**src/rtl/display_selector.sv**
```systemverilog
// Display source selector with idle auto-return to source 0 and per-digit blinking.
// A select strobe picks one of NUM_SRC digit buses; after TIMEOUT idle cycles on a
// non-zero source the selector falls back to source 0 and pulses timeout_pulse.
// Masked digit groups of a non-zero source blink with a BLINK_HALF half-period.
module display_selector #(
   parameter int NUM_SRC    = 3,
   parameter int NUM_DIG    = 3,
   parameter int DIG_W      = 7,
   parameter int TIMEOUT    = 16,
   parameter int BLINK_HALF = 4,
   parameter logic [DIG_W-1:0] BLANK = '0,
   localparam int SEL_W     = (NUM_SRC > 1) ? $clog2(NUM_SRC) : 1
) (
   input  logic                             clk,
   input  logic                             reset,
   input  logic [NUM_SRC*NUM_DIG*DIG_W-1:0] src_data,
   input  logic [SEL_W-1:0]                 sel,
   input  logic                             sel_valid,
   input  logic [NUM_DIG-1:0]               blink_mask,
   output logic [NUM_DIG*DIG_W-1:0]         dig_out,
   output logic [SEL_W-1:0]                 cur_sel,
   output logic                             timeout_pulse
);

   localparam int TMR_W = (TIMEOUT > 1) ? $clog2(TIMEOUT) : 1;
   localparam int BLK_W = (BLINK_HALF > 1) ? $clog2(BLINK_HALF) : 1;
   localparam logic [TMR_W-1:0] TMR_LAST  = TMR_W'(TIMEOUT - 1);
   localparam logic [BLK_W-1:0] BLK_LAST  = BLK_W'(BLINK_HALF - 1);
   // One extra bit so NUM_SRC itself is representable when it is a power of two.
   localparam logic [SEL_W:0]   SRC_LIMIT = (SEL_W + 1)'(NUM_SRC);

   logic [TMR_W-1:0]         timer;
   logic [BLK_W-1:0]         blink_cnt;
   logic                     phase;
   logic                     accept;
   logic                     timeout_hit;
   logic [DIG_W-1:0]         src_dig [NUM_SRC][NUM_DIG];
   logic [NUM_DIG*DIG_W-1:0] dig_next;

   // Unflatten the source bus so digits can be picked by source index.
   for (genvar s = 0; s < NUM_SRC; s++) begin : g_src
      for (genvar d = 0; d < NUM_DIG; d++) begin : g_dig
         assign src_dig[s][d] = src_data[(s*NUM_DIG + d)*DIG_W +: DIG_W];
      end
   end

   // Out-of-range requests are dropped entirely; a valid select always beats the timeout.
   always_comb begin
      accept      = sel_valid && ({1'b0, sel} < SRC_LIMIT);
      timeout_hit = (cur_sel != '0) && (timer == TMR_LAST) && !accept;
   end

   // Next display value: source cur_sel with masked digits blanked in the off phase.
   always_comb begin
      dig_next = '0;
      for (int d = 0; d < NUM_DIG; d++) begin
         if ((cur_sel != '0) && !phase && blink_mask[d]) begin
            dig_next[d*DIG_W +: DIG_W] = BLANK;
         end else begin
            dig_next[d*DIG_W +: DIG_W] = src_dig[cur_sel][d];
         end
      end
   end

   // Selection, idle timer, blink generator and registered outputs.
   always_ff @(posedge clk) begin
      if (reset) begin
         cur_sel       <= '0;
         timer         <= '0;
         blink_cnt     <= '0;
         phase         <= 1'b1;
         timeout_pulse <= 1'b0;
         dig_out       <= '0;
      end else begin
         dig_out       <= dig_next;
         timeout_pulse <= timeout_hit;

         if (accept) begin
            cur_sel <= sel;
            timer   <= '0;
         end else if (timeout_hit) begin
            cur_sel <= '0;
            timer   <= '0;
         end else if (cur_sel != '0) begin
            timer   <= timer + 1'b1;
         end

         // A new selection restarts the blink cycle in the visible half.
         if (accept) begin
            blink_cnt <= '0;
            phase     <= 1'b1;
         end else if (blink_cnt == BLK_LAST) begin
            blink_cnt <= '0;
            phase     <= ~phase;
         end else begin
            blink_cnt <= blink_cnt + 1'b1;
         end
      end
   end

endmodule

```
**config.mk**
```make
export PLATFORM = sky130hd
export DESIGN_NAME = display_selector
export DESIGN_NICKNAME = d
export VERILOG_FILES = /design/src/rtl/display_selector.sv
export SDC_FILE = /design/constraint.sdc
export NUM_CORES = 1
export LEC_CHECK = 0
export ABC_AREA = 0
export CAP_MARGIN = 20
export CORE_MARGIN = 3
export CORE_UTILIZATION = 34
export DETAILED_ROUTE_END_ITERATION = 8
export PLACE_DENSITY_LB_ADDON = 0.08
export SYNTH_ARGS = -nofsm -noshare
export SYNTH_HDL_FRONTEND = slang
export SYNTH_SLANG_ARGS = --single-unit
```
**constraint.sdc**
```tcl
create_clock -name clk -period 1.86 [get_ports clk]
set_input_delay 0.372 -clock clk [delete_from_list [all_inputs] [get_ports clk]]
set_output_delay 0.372 -clock clk [all_outputs]
set_load 0.05 [all_outputs]
```
# Yosys cells after proc, flatten, opt, wreduce, memory -nomap -nowiden
# Cells that the tools add are included.
# Widths: inputs -> output; s select.
classes:
  add_sub_neg: 2
  n_lt_le_gt_ge: 2
  eq_ne: 2
  mux: 5
  n_bitwise: 2
  reduce_logical: 17
ops:
  columns: ["op", "count"]
  rows:
  - ["$bmux 21 s2", 1]
  - ["$mux 21", 2]
  - ["$reduce_or 2->1", 4]
  - ["$logic_and 1x1->1", 7]
  - ["$reduce_or 3->1", 2]
  - ["$add 4x1->4 const B", 1]
  - ["$eq 4x4->1 const B", 1]
  - ["$mux 2", 2]
  - ["$reduce_bool 2->1", 2]
  - ["$ge 3x3->1 const B", 1]
  - ["$not 2->3", 1]
  - ["$add 2x1->2 const B", 1]
  - ["$eq 2x2->1 const B", 1]
  - ["$logic_not 1->1", 2]
  - ["$lt 2x2->1 const B", 1]
  - ["$not 1->1", 1]
word_totals:
  register_bits: 31
  elab_cells: 38

# Logic depth before layout (Yosys ltp)
logic_depth:
  ltp_word: 6
  depth_mapped: 5

# Worst setup path after synthesis
# Ideal clock, no wire load.
synth_timing:
  kind: "register to register"
  start: "reg cur_sel[1]"
  end: "reg timer[3]"
  setup_time_ps: 74
  t_arrival_ps: 1414
  required_ps: 1786
  slack_ps: 372
  stages_incl_launch_ff: 5
  synth_period_minus_slack_ps: 1488
  cell_sequence: "dfxtp_1 -> buf_6 -> nor2_2 -> or3_1 -> a31oi_1"
synth_via:
  elab_chain_len: 4
synth_rtl:
  columns: ["item", "line", "rtl"]
  rows:
  - ["start, declared", "21", "output logic [SEL_W-1:0] cur_sel,"]
  - ["start signal, assigned", "79", "cur_sel <= sel;"]
  - ["$reduce_bool 2->1 (*)", "50, 84", null]
  - ["$logic_and 1x1->1 (2 in a row)", "50", "timeout_hit = (cur_sel != '0) && (timer == TMR_LAST) && !accept;"]
  - ["$reduce_or 3->1 (no source line)", null, null]
  - ["end signal, assigned", "85", "timer <= timer + 1'b1;"]
  - ["end, declared", "32", "logic [TMR_W-1:0] timer;"]
# Every way passes the cells marked *; elsewhere a longest branch is shown, timed or not.
# A chain may end at the register's enable or synchronous reset.

# Worst setup path in the final report
layout_timing:
  start: "reg dig_out[20]"
  end: "out dig_out[20]"
layout_rtl:
  columns: ["item", "line", "rtl"]
  rows:
  - ["start, declared", "20", "output logic [NUM_DIG*DIG_W-1:0] dig_out,"]
  - ["start signal, assigned", "75", "dig_out <= dig_next;"]
# No word-level cell between the ends.

==> results.md <==
- CP Data Arrival Time: 1.40 ns
- Buf/Inv on CP: 1
- Routed wire length: 3.98 mm
- Vias in the first global route: 1350
- Yosys top cell by area: dfxtp_1
- Crit path from: dig_out[20]
- Area grow syn2layout: 73.6%
- Final Hold Fails: 0
- Clk buf depth: 2
- RSZ-0062 raised after global routing: no
- P_sw: 0.000483 W
- Combinational power share: 30.5%
- Final max-slew violation count: 0
- Final setup viols: 0
- Die Wd: 71.2 um
- CP max FO: 1
- Global-route wire length before repair: 6.37 mm
- Commonest non-fill, non-tap cells in the layout: 88 x clkdlybuf4s50_1, 31 x dfxtp_1, 25 x nand2_1, 25 x a21oi_1, 21 x mux2i_1
- Pleak: 0.942 nW
- Yosys cell types: 29
- Post-route antenna net violation count: 0
- Synth top area cells: dfxtp_1 43%, mux2i_1 15%, a21oi_1 8.7%, or2_0 7.4%, nand2_1 6.5%
- Status: completed
- Crit Path Category: reg -> out
- CTS HTree Levels: 2
- Synth top area share: 42.9%
- Hold Crit Class: reg -> reg
- Pwr per Cell Area: 680 nW/um^2
- Synth Area in Compound Gates: 12.2%
- Met3 WL: 392 um
- Synth Area in XOR/XNOR: 1.21%
- Drc violations: 0
- DR WL met2: 1.83 mm
- Sequential power share: 42.2%
- I/O Pins: 95
- DR vias: 1397
- RD Place Congestion: 0.734
- Setup TNS Final: 0 ns
- Top layer in use: met4
- HPWL after DPL: 3.10 mm
- Vias/cell: 4.54
- Synth Instances: 159
- Clock-pin slew on the worst setup and hold paths: 0.06 ns
- CTS Buf Count: 5
- Synth Area per Inst: 9.10 sq um
- Hold_buf cts: 0
- Reg2reg start: cur_sel[1]
- Final Critical Period: 1.77 ns
- Starting Density: 35.6%
- Final Total Pwr: 0.00171 W
- Synth warnings: 0
- Post-CTS sizing: 0
- DR iter-0 viols: 34
- DR WL/cell: 12.9 um
- Slowest CP cell: clkdlybuf4s50_1
- Clock Sinks: 31
- Worst-Skew Late Latency: 0.27 ns
- Die Span Y: 71.2 um
- Initial antenna violation count: 0
- Netlist Area Pre-Place: 1450 sq um
- Core Area: 4060 sq um
- CP startpoint kind: flip-flop
- Clock power frac: 27.3%
- CP endpoint kind: output port
- Rel. slew slack: 65.8%
- Net Sw Frac: 28.3%
- Internal Power: 0.00122 W
- Most common cell after layout, fill and taps aside: clkdlybuf4s50_1
- Layout cells sized above 1: 9.69%
- CTS tree: built
- CTS root buf: clkbuf_8
- Critical Path RT: 1.49 ns
- Sequential area share after synthesis: 42.9%
- Global Route Usage Sum: 16.0%
- Setup Skew: 0.00517 ns
- Overflow after GRT: 0
- Post-CTS Setup Inserts: 0
- Fmax achieved: 0.565 GHz
- Pin count of the biggest net entering global routing: 28
- Combinational family with the most area after synthesis: simple AND/OR/NAND/NOR gates
- Top cell family by delay on the critical path: buffers and inverters
- CP peak stage delay: 0.81 ns
- Crit-path cells: clkdlybuf4s50_1
- Slew of the pin with the lowest slew margin: 0.511 ns
- N_diodes: 0
- Nets@finish: 332
- Period Utilization, post-route: 95.1%
- Hold Startpoint: blink_cnt[0]
- Simple-Gate Fraction of Synth Area: 22.8%
- DRT Pass-1 Iters: 4
- Post-Route M1 WL: 1.73 mm
- Net Count, Synth: 232
- Max-cap viol count: 0
- Post-Synth Adder-Cell Area: 1.73%
- Seq cells post-synth: 31
- Die area: 5070 sq um
- Mux contribution to synthesized area: 14.5%
- Port bufs: 94
- FP Rows: 23
- Max VDD drop: 0.386 mV
[final timing paths]
check	to	slack [ns]	cells after the start
setup reg to reg	dig_out[19]	0.57	5
setup / recovery	dig_out[20]	0.09	1
hold reg to reg	blink_cnt[0]	0.43	1
hold / removal	blink_cnt[0]	0.43	1
[power by group through the flow]
stage               registers, W  logic [W]  clock network [W]
floorplan               0.000875   0.000135                  0
detailed placement      0.000736   0.000524                  0
global route            0.000726   0.000555           0.000526
CTS                     0.000721   0.000525           0.000487
global placement        0.000734   0.000520                  0
finish                  0.000721   0.000520           0.000466
[through the flow]
step / instances / instance area (sq um) / hold WS (ns) / utilization, % / worst slack (ns)
after floorplan: 159 / 1450 / 0.404 / - / 0.372
after global placement: 302 / 2440 / 0.422 / 60.1 / 0.377
after detailed placement: 302 / 2440 / 0.424 / 60.1 / 0.378
after CTS: 308 / 2510 / 0.433 / 61.9 / 0.0779
after global routing: 308 / 2510 / 0.442 / 61.9 / 0.0297
final: 308 / 2510 / 0.430 / 61.9 / 0.0911
[area by class of cell]
| cell class | count | area [sq um] |
|---|---|---|
| Tap cell | 50 | 62.6 |
| Multi-Input combinational cell | 121 | 759 |
| Timing Repair Buffer | 100 | 996 |
| Clock buffer | 6 | 72.6 |
| Sequential cell | 31 | 621 |
| Fill cell | 379 | 1550 |
[registers in the layout, summed over array words and instances, names as in the netlist]
signal	flops
dig_out	21
timeout_pulse	1
blink_cnt	2
cur_sel	2
phase	1
timer	4
[cells by family (layout without fill, tap and decap cells)]
family,Yosys count,after routing
AND/OR/NAND/NOR,64,64
buffers and inverters,7,106
AO/OA/AOI/OAI,32,32
flip-flops,31,31
adder cells (fa/ha/maj),2,2
multiplexers,21,21
XOR/XNOR,2,2
[layer usage]
layer	global-route usage [%]	up-vias
met5	0	-
met4	4.80	0
met3	6.73	2
met2	26.0	61
met1	19.2	598
li1	-	736
[synth_stat cells]
cell and count:
nor2b_1 2, nor2_1 1, buf_6 1, ha_1 2, nor2_2 1, buf_12 1
xor2_1 1, mux2i_1 21, a21o_1 4, xnor2_1 1, buf_8 1, or2_0 17
a21oi_1 25, clkbuf_1 2, o21ba_2 1, nand2b_1 1, dfxtp_1 31, buf_2 1
nor3b_1 1, nand3_1 4, or2_2 5, nor2b_2 1, a31oi_1 1, nor3_1 4
nand2_1 25, buf_4 1, o21ai_0 1, or3_1 1, nand3b_1 1
Note: power is estimated with default switching activity, not from simulation.
